$ cat src/rtl/multi_clock_divider.sv
// Multi-channel programmable clock divider.
// Each channel counts 0..div and produces either a 50% toggle clock or a
// one-cycle pulse at terminal count. A two-state handshake FSM captures a
// configuration request in IDLE and applies it to one channel in APPLY.
module multi_clock_divider #(
    parameter int          NUM_CH      = 4,
    parameter int          CNT_W       = 32,
    parameter int unsigned DEFAULT_DIV = 50000000
) (
    input  logic              clk,
    input  logic              rst,
    input  logic [NUM_CH-1:0] en,
    input  logic              cfg_valid,
    output logic              cfg_ready,
    input  logic [3:0]        cfg_ch,
    input  logic [CNT_W-1:0]  cfg_div,
    input  logic              cfg_mode,
    output logic              cfg_err,
    output logic [NUM_CH-1:0] out_clk,
    output logic [NUM_CH-1:0] tick
);

    typedef enum logic {
        IDLE  = 1'b0,
        APPLY = 1'b1
    } cfgState_t;

    localparam logic [4:0]       NUM_CH_L   = 5'(NUM_CH);
    localparam logic [CNT_W-1:0] RESET_DIV  = CNT_W'(DEFAULT_DIV);
    localparam logic [CNT_W-1:0] CNT_ONE    = CNT_W'(1);

    cfgState_t        r_state;
    cfgState_t        w_nextState;
    logic             w_capture;
    logic             w_applyValid;
    logic             w_chInRange;
    logic [3:0]       r_capCh;
    logic [CNT_W-1:0] r_capDiv;
    logic             r_capMode;

    // The captured channel index is compared against the channel count at
    // full 5-bit width so NUM_CH=16 still treats every 4-bit index as valid.
    assign w_chInRange = ({1'b0, r_capCh} < NUM_CH_L);

    // Configuration FSM state register.
    always_ff @(posedge clk or posedge rst) begin
        if (rst) begin
            r_state <= IDLE;
        end else begin
            r_state <= w_nextState;
        end
    end

    // Next-state and handshake outputs: accept in IDLE, apply or flag an error in APPLY.
    always_comb begin
        w_nextState  = r_state;
        cfg_ready    = 1'b0;
        cfg_err      = 1'b0;
        w_capture    = 1'b0;
        w_applyValid = 1'b0;
        case (r_state)
            IDLE: begin
                cfg_ready = 1'b1;
                if (cfg_valid) begin
                    w_capture   = 1'b1;
                    w_nextState = APPLY;
                end
            end
            APPLY: begin
                w_nextState = IDLE;
                if (w_chInRange) begin
                    w_applyValid = 1'b1;
                end else begin
                    cfg_err = 1'b1;
                end
            end
            default: begin
                w_nextState = IDLE;
            end
        endcase
    end

    // Request capture; later changes on the cfg_* inputs cannot disturb a pending apply.
    always_ff @(posedge clk or posedge rst) begin
        if (rst) begin
            r_capCh   <= 4'd0;
            r_capDiv  <= '0;
            r_capMode <= 1'b0;
        end else if (w_capture) begin
            r_capCh   <= cfg_ch;
            r_capDiv  <= cfg_div;
            r_capMode <= cfg_mode;
        end
    end

    for (genvar i = 0; i < NUM_CH; i++) begin : g_ch
        logic [CNT_W-1:0] r_cnt;
        logic [CNT_W-1:0] r_div;
        logic             r_mode;
        logic             r_outClk;
        logic             r_tick;
        logic             w_applyHit;
        logic             w_terminal;

        assign w_applyHit = w_applyValid && (r_capCh == 4'(i));
        assign w_terminal = (r_cnt == r_div);
        assign out_clk[i] = r_outClk;
        assign tick[i]    = r_tick;

        // Channel counter and outputs; a configuration apply overrides any
        // terminal count in the same cycle. While disabled, a pulse-mode
        // output drops with tick so the two stay identical.
        always_ff @(posedge clk or posedge rst) begin
            if (rst) begin
                r_cnt    <= '0;
                r_div    <= RESET_DIV;
                r_mode   <= 1'b0;
                r_outClk <= 1'b0;
                r_tick   <= 1'b0;
            end else if (w_applyHit) begin
                r_cnt    <= '0;
                r_div    <= r_capDiv;
                r_mode   <= r_capMode;
                r_outClk <= 1'b0;
                r_tick   <= 1'b0;
            end else if (en[i]) begin
                if (w_terminal) begin
                    r_cnt    <= '0;
                    r_tick   <= 1'b1;
                    r_outClk <= r_mode ? 1'b1 : ~r_outClk;
                end else begin
                    r_cnt    <= r_cnt + CNT_ONE;
                    r_tick   <= 1'b0;
                    r_outClk <= r_mode ? 1'b0 : r_outClk;
                end
            end else begin
                r_tick   <= 1'b0;
                r_outClk <= r_mode ? 1'b0 : r_outClk;
            end
        end
    end

endmodule
$ cat config.mk
export PLATFORM = sky130hd
export DESIGN_NAME = multi_clock_divider
export DESIGN_NICKNAME = d
export VERILOG_FILES = /design/src/rtl/multi_clock_divider.sv
export SDC_FILE = /design/constraint.sdc
export NUM_CORES = 1
export LEC_CHECK = 0
export ABC_CLOCK_PERIOD_IN_PS = 12800
export BUFFER_PORTS_ARGS = -buffer_cell sky130_fd_sc_hd__buf_2
export CORE_MARGIN = 4
export CORE_UTILIZATION = 38
export CTS_BUF_LIST = sky130_fd_sc_hd__clkbuf_16
export DETAILED_ROUTE_END_ITERATION = 16
export PLACE_DENSITY_LB_ADDON = 0.12
export SYNTH_ARGS = -nofsm -noshare
export SYNTH_HDL_FRONTEND = slang
export SYNTH_SLANG_ARGS = --single-unit
$ cat constraint.sdc
create_clock -name clk -period 12.8 [get_ports clk]
set_clock_uncertainty 0.1 [all_clocks]
set_input_delay 1.28 -clock clk [delete_from_list [all_inputs] [get_ports clk]]
set_output_delay 1.28 -clock clk [all_outputs]
set_load 0.01 [all_outputs]
# After elaboration in Yosys (flattened, before gate mapping)
# Cells that the tools add are included.
totals:
  reg_bits: 306
  latch_bits: 0
  ramBits: 0
  romBits: 0
  wordCells: 102
  n_memories: 0
classes:
  n_addsub: 4
  mul: 0
  n_div: 0
  n_lt_le_gt_ge: 1
  n_eq_ne: 7
  shift: 0
  mux: 52
  bitwise_logic: 5
  reduce_logical: 9
ops:
  columns: ["operator", "count"]
  rows:
  - ["32-bit two-way mux", 12]
  - ["32-bit by 1-bit adder with 32-bit output, second input constant", 4]
  - ["32-bit == test", 4]
  - ["1-bit two-way mux", 39]
  - ["4-bit by 2-bit == test with 1-bit output, second input constant", 2]
  - ["2-bit nonzero test", 4]
  - ["1-bit inverter", 5]
  - ["4-bit by 1-bit == test with 1-bit output, second input constant", 1]
  - ["1-bit logical AND", 4]
  - ["4-bit zero test", 1]
  - ["4-bit by 3-bit < comparator with 1-bit output, second input constant", 1]
  - ["1-bit case mux with 2 select lines", 1]

# Logic depth before layout (Yosys ltp)
depth:
  word_depth: 5
  mapped_depth: 9
  mapped_depth_nobuf: 7

# Least setup slack after synthesis
# OpenSTA, ideal clock, no wires.
synth_timing:
  path_type: "input to register"
  from: "in cfg_valid"
  to: "reg r_capDiv[10]"
  t_arrival_ns: 2.478
  required_ns: 12.575
  setup_slack_ns: 10.098
  stages: 4
  path_buffers: 2
  path_cell_list: "nor2b_1 -> clkbuf_1 -> clkbuf_1 -> mux2_2"
synth_between:
  elab_chain_len: 2
synth_lines:
  columns: ["element", "line", "source"]
  rows:
  - ["start, declared", "13", "input logic cfg_valid,"]
  - ["1-bit two-way mux", "64", "if (cfg_valid) begin"]
  - ["1-bit two-way mux", "61", "case (r_state)"]
  - ["end signal, assigned", "91", "r_capDiv <= cfg_div;"]
  - ["end, declared", "38", "logic [CNT_W-1:0] r_capDiv;"]
# Every way passes these cells.
# A chain may end at the register's enable or synchronous reset.

==> flow_metrics.env <==
export IMPL_ys_ff_latch=306
export IMPL_crit_type="primary input to async pin"
export IMPL_syn_num_nets=1259
export IMPL_final_hold_violation_count=0
export IMPL_clkLatencyLatePin_ns=0.52
export IMPL_gp_congestion=0.7985
export IMPL_end_kind="async pin"
export IMPL_grt_max_degree=109
export IMPL_clock_root_buffer="clkbuf_16"
export IMPL_synth_adder_area_share_pct=0.3481
export IMPL_cp_required_ns=13.22
export IMPL_die_area_mm2=0.04101
export IMPL_start_util_pct=38.90
export IMPL_clockBufferDepth=3
export IMPL_syn_cell_area_mm2=0.01438
export IMPL_tightest_slew_ns=1.131
export IMPL_clkTransAtPathRegs_ns=0.06
export IMPL_grt_pass1_wl_um=56740
export IMPL_multi_input_area_mm2=0.006429
export IMPL_grtUsageTotal_pct=17.95
export IMPL_min_period_over_period_pct=25.63
export IMPL_drive_gt1_share_pct=26.93
export IMPL_drt_iter0_drc=495
export IMPL_ios=54
export IMPL_row_count=70
export IMPL_fin_tns_setup_ns=0
export IMPL_yosys_area_share_simple_pct=14.76
export IMPL_dieWidth_um=202.5
export IMPL_syn_inst=1211
export IMPL_drc_errors=0
export IMPL_grt_overflow_total=0
export IMPL_dr_pass1_iters=4
export IMPL_routed_wl_um=36500
export IMPL_period_minus_slack_ns=3.281
export IMPL_vias=9042
export IMPL_cts_setup_buffers=0
export IMPL_avgRoutedWirePerCell_um=20.32
export IMPL_yosys_warnings=0
export IMPL_antenna_left=0
export IMPL_synth_xor_area_share_pct=15.35
export IMPL_max_cap_violations=0
export IMPL_grt_pass1_vias=9243
export IMPL_peakVddDrop_mv=0.09380
export IMPL_numCtsBuffers=36
export IMPL_worst_hold_slack_ns=0.3985
export IMPL_cts_tree="yes"
export IMPL_avgSynthCellArea_um2=11.87
export IMPL_finalSetupViolations=0
export IMPL_dp_hpwl_um=25030
export IMPL_nets=1314
export IMPL_worst_hold_path_type="flop to flop"
export IMPL_synth_cell_types=43
export IMPL_core_mm2=0.03696
export IMPL_leakage_nw=6.904
export IMPL_critPathLaunchType="primary input"
export IMPL_cts_num_sinks=306
export IMPL_htreeDepth=2
export IMPL_relSlewSlack_pct=24.41
export IMPL_cts_resized=0
export IMPL_ctsHoldBuffers=0
export IMPL_outcome="finished, final reports clean"
export IMPL_slew_violations=0
export IMPL_path_max_fanout=108
export IMPL_seq_area_mm2=0.007717
export IMPL_power_density_mw_per_mm2=192.7
export IMPL_clock_fmax_mhz=304.8
export IMPL_numPortBuffers=53
export IMPL_cp_arrival_ns=3.70
export IMPL_seq_area_frac_synth_pct=53.68
export IMPL_grt_antenna_before_repair=0
export IMPL_rsz0062_at_grt="false"
export IMPL_synthMuxAreaShare_pct=13.31
export IMPL_nFillCells=3565
export IMPL_viasPerCell=5.035
export IMPL_synth_top_family_by_area="XOR/XNOR gates"
export IMPL_synth_compound_gate_area_share_pct=0.8877
export IMPL_n_antenna_cell=0
export IMPL_syn2layout_area_growth_pct=12.99
export IMPL_die_h_um=202.5
layer usage:
| layer | up-vias | global-route usage [%] | wire length [um] |
|---|---|---|---|
| met3 | 44 | 2.683 | 1249 |
| met1 | 4610 | 26.75 | 18010 |
| li1 | 4254 | - | - |
| met2 | 134 | 27.77 | 16500 |
| met4 | 0 | 4.268 | 744 |
| met5 | - | 0 | 0 |
flip-flops by register name (all words and copies together), names as in the netlist:
register	count
g_ch.r_div	128
r_capMode	1
g_ch.r_mode	4
g_ch.r_outClk	4
r_state	1
g_ch.r_cnt	128
r_capDiv	32
g_ch.r_tick	4
r_capCh	4
final timing paths:
check | startpoint | endpoint | slack, ns | cells past startpoint
min | g_ch[3].r_mode | g_ch[3].r_mode | 0.40 | 1
min in group asynchronous | rst | r_capDiv[11] | 0.82 | 2
max reg2reg | r_capCh[2] | g_ch[0].r_cnt[7] | 9.67 | 5
max | rst | g_ch[3].r_div[29] | 9.52 | 4
max in group clk | r_capCh[2] | g_ch[0].r_cnt[7] | 9.67 | 5
min reg2reg | g_ch[3].r_mode | g_ch[3].r_mode | 0.40 | 1
synthesized netlist by cell type, drive strengths merged:
cell / number / area (um2)
a21oi: 15 / 82.58
a221o: 1 / 10.01
a22o: 1 / 8.760
a31oi: 2 / 12.51
a41oi: 1 / 8.760
and2: 6 / 37.54
and3: 22 / 137.6
and4: 21 / 188.9
buf: 19 / 111.4
clkbuf: 27 / 101.4
dfrtp: 258 / 6456
dfstp: 48 / 1261
ha: 4 / 50.05
inv: 7 / 26.28
mux2: 170 / 1914
nand2: 55 / 206.5
nand2b: 6 / 37.54
nand3: 44 / 220.2
nand3b: 2 / 15.01
nand4: 60 / 375.4
nand4b: 1 / 8.760
nor2: 145 / 546.8
nor2b: 5 / 31.28
nor3: 16 / 121.4
nor3b: 2 / 26.28
nor4: 12 / 111.4
o21ai: 1 / 5.000
or2: 4 / 25.02
or3: 2 / 12.51
or4b: 2 / 20.02
xnor2: 174 / 1524
xor2: 78 / 683.2
per-stage QoR:
step	std cells	util, %	power (mW)	setup slack [ns]	area [um2]
3_3_place_gp	1732	40.99	2.179	8.807	15150
6_report	1796	43.95	3.131	9.519	16250
4_1_cts	1796	43.95	3.171	9.404	16250
2_1_floorplan	1211	-	1.967	3.040	14380
5_1_grt	1796	43.95	3.300	9.073	16250
3_5_place_dp	1732	40.99	2.189	8.852	15150
layout by cell type, fill, tap and decap left out, types with 4 or more instances in the layout:
cell,count
a21oi_1,13
and2_1,6
and3_1,22
and4_1,19
buf_2,53
buf_4,10
clkbuf_16,37
clkinv_1,8
clkinv_2,6
dfrtp_1,258
dfstp_2,48
ha_1,4
inv_1,15
mux2_2,170
nand2_1,55
nand2b_1,6
nand3_1,44
nand4_1,60
nor2_1,144
nor2b_1,4
nor3_1,9
nor3_2,6
nor4_1,9
xnor2_1,174
xor2_1,78
cell families (layout without fill, tap and decap cells):
group,count (synthesis),in the layout
AO/OA/AOI/OAI,21,21
XOR/XNOR,252,252
adder cells (fa/ha/maj),4,4
multiplexers,170,170
flip-flops,306,306
buffers and inverters,53,134
AND/OR/NAND/NOR,405,405
final cells by class:
type	instances	share of cell area, %
Clock buffer	37	5.699
Clock inverter	27	1.040
Inverter	7	0.2079
Multi-Input combinational cell	852	39.57
Sequential cell	306	47.50
Tap cell	504	3.882
Timing Repair Buffer	63	2.095
power breakdown:
group | total [mW] | switching (mW) | internal (mW)
Sequential | 1.55 | 0.276 | 1.28
Clock | 0.961 | 0.400 | 0.562
Combinational | 0.618 | 0.243 | 0.374
worst max-delay path, cell delays in order:
cell   delay (ns)
buf_2        0.13
inv_8        0.53
buf_4        0.80
buf_4        0.81
(Power assumes the default switching activity.)
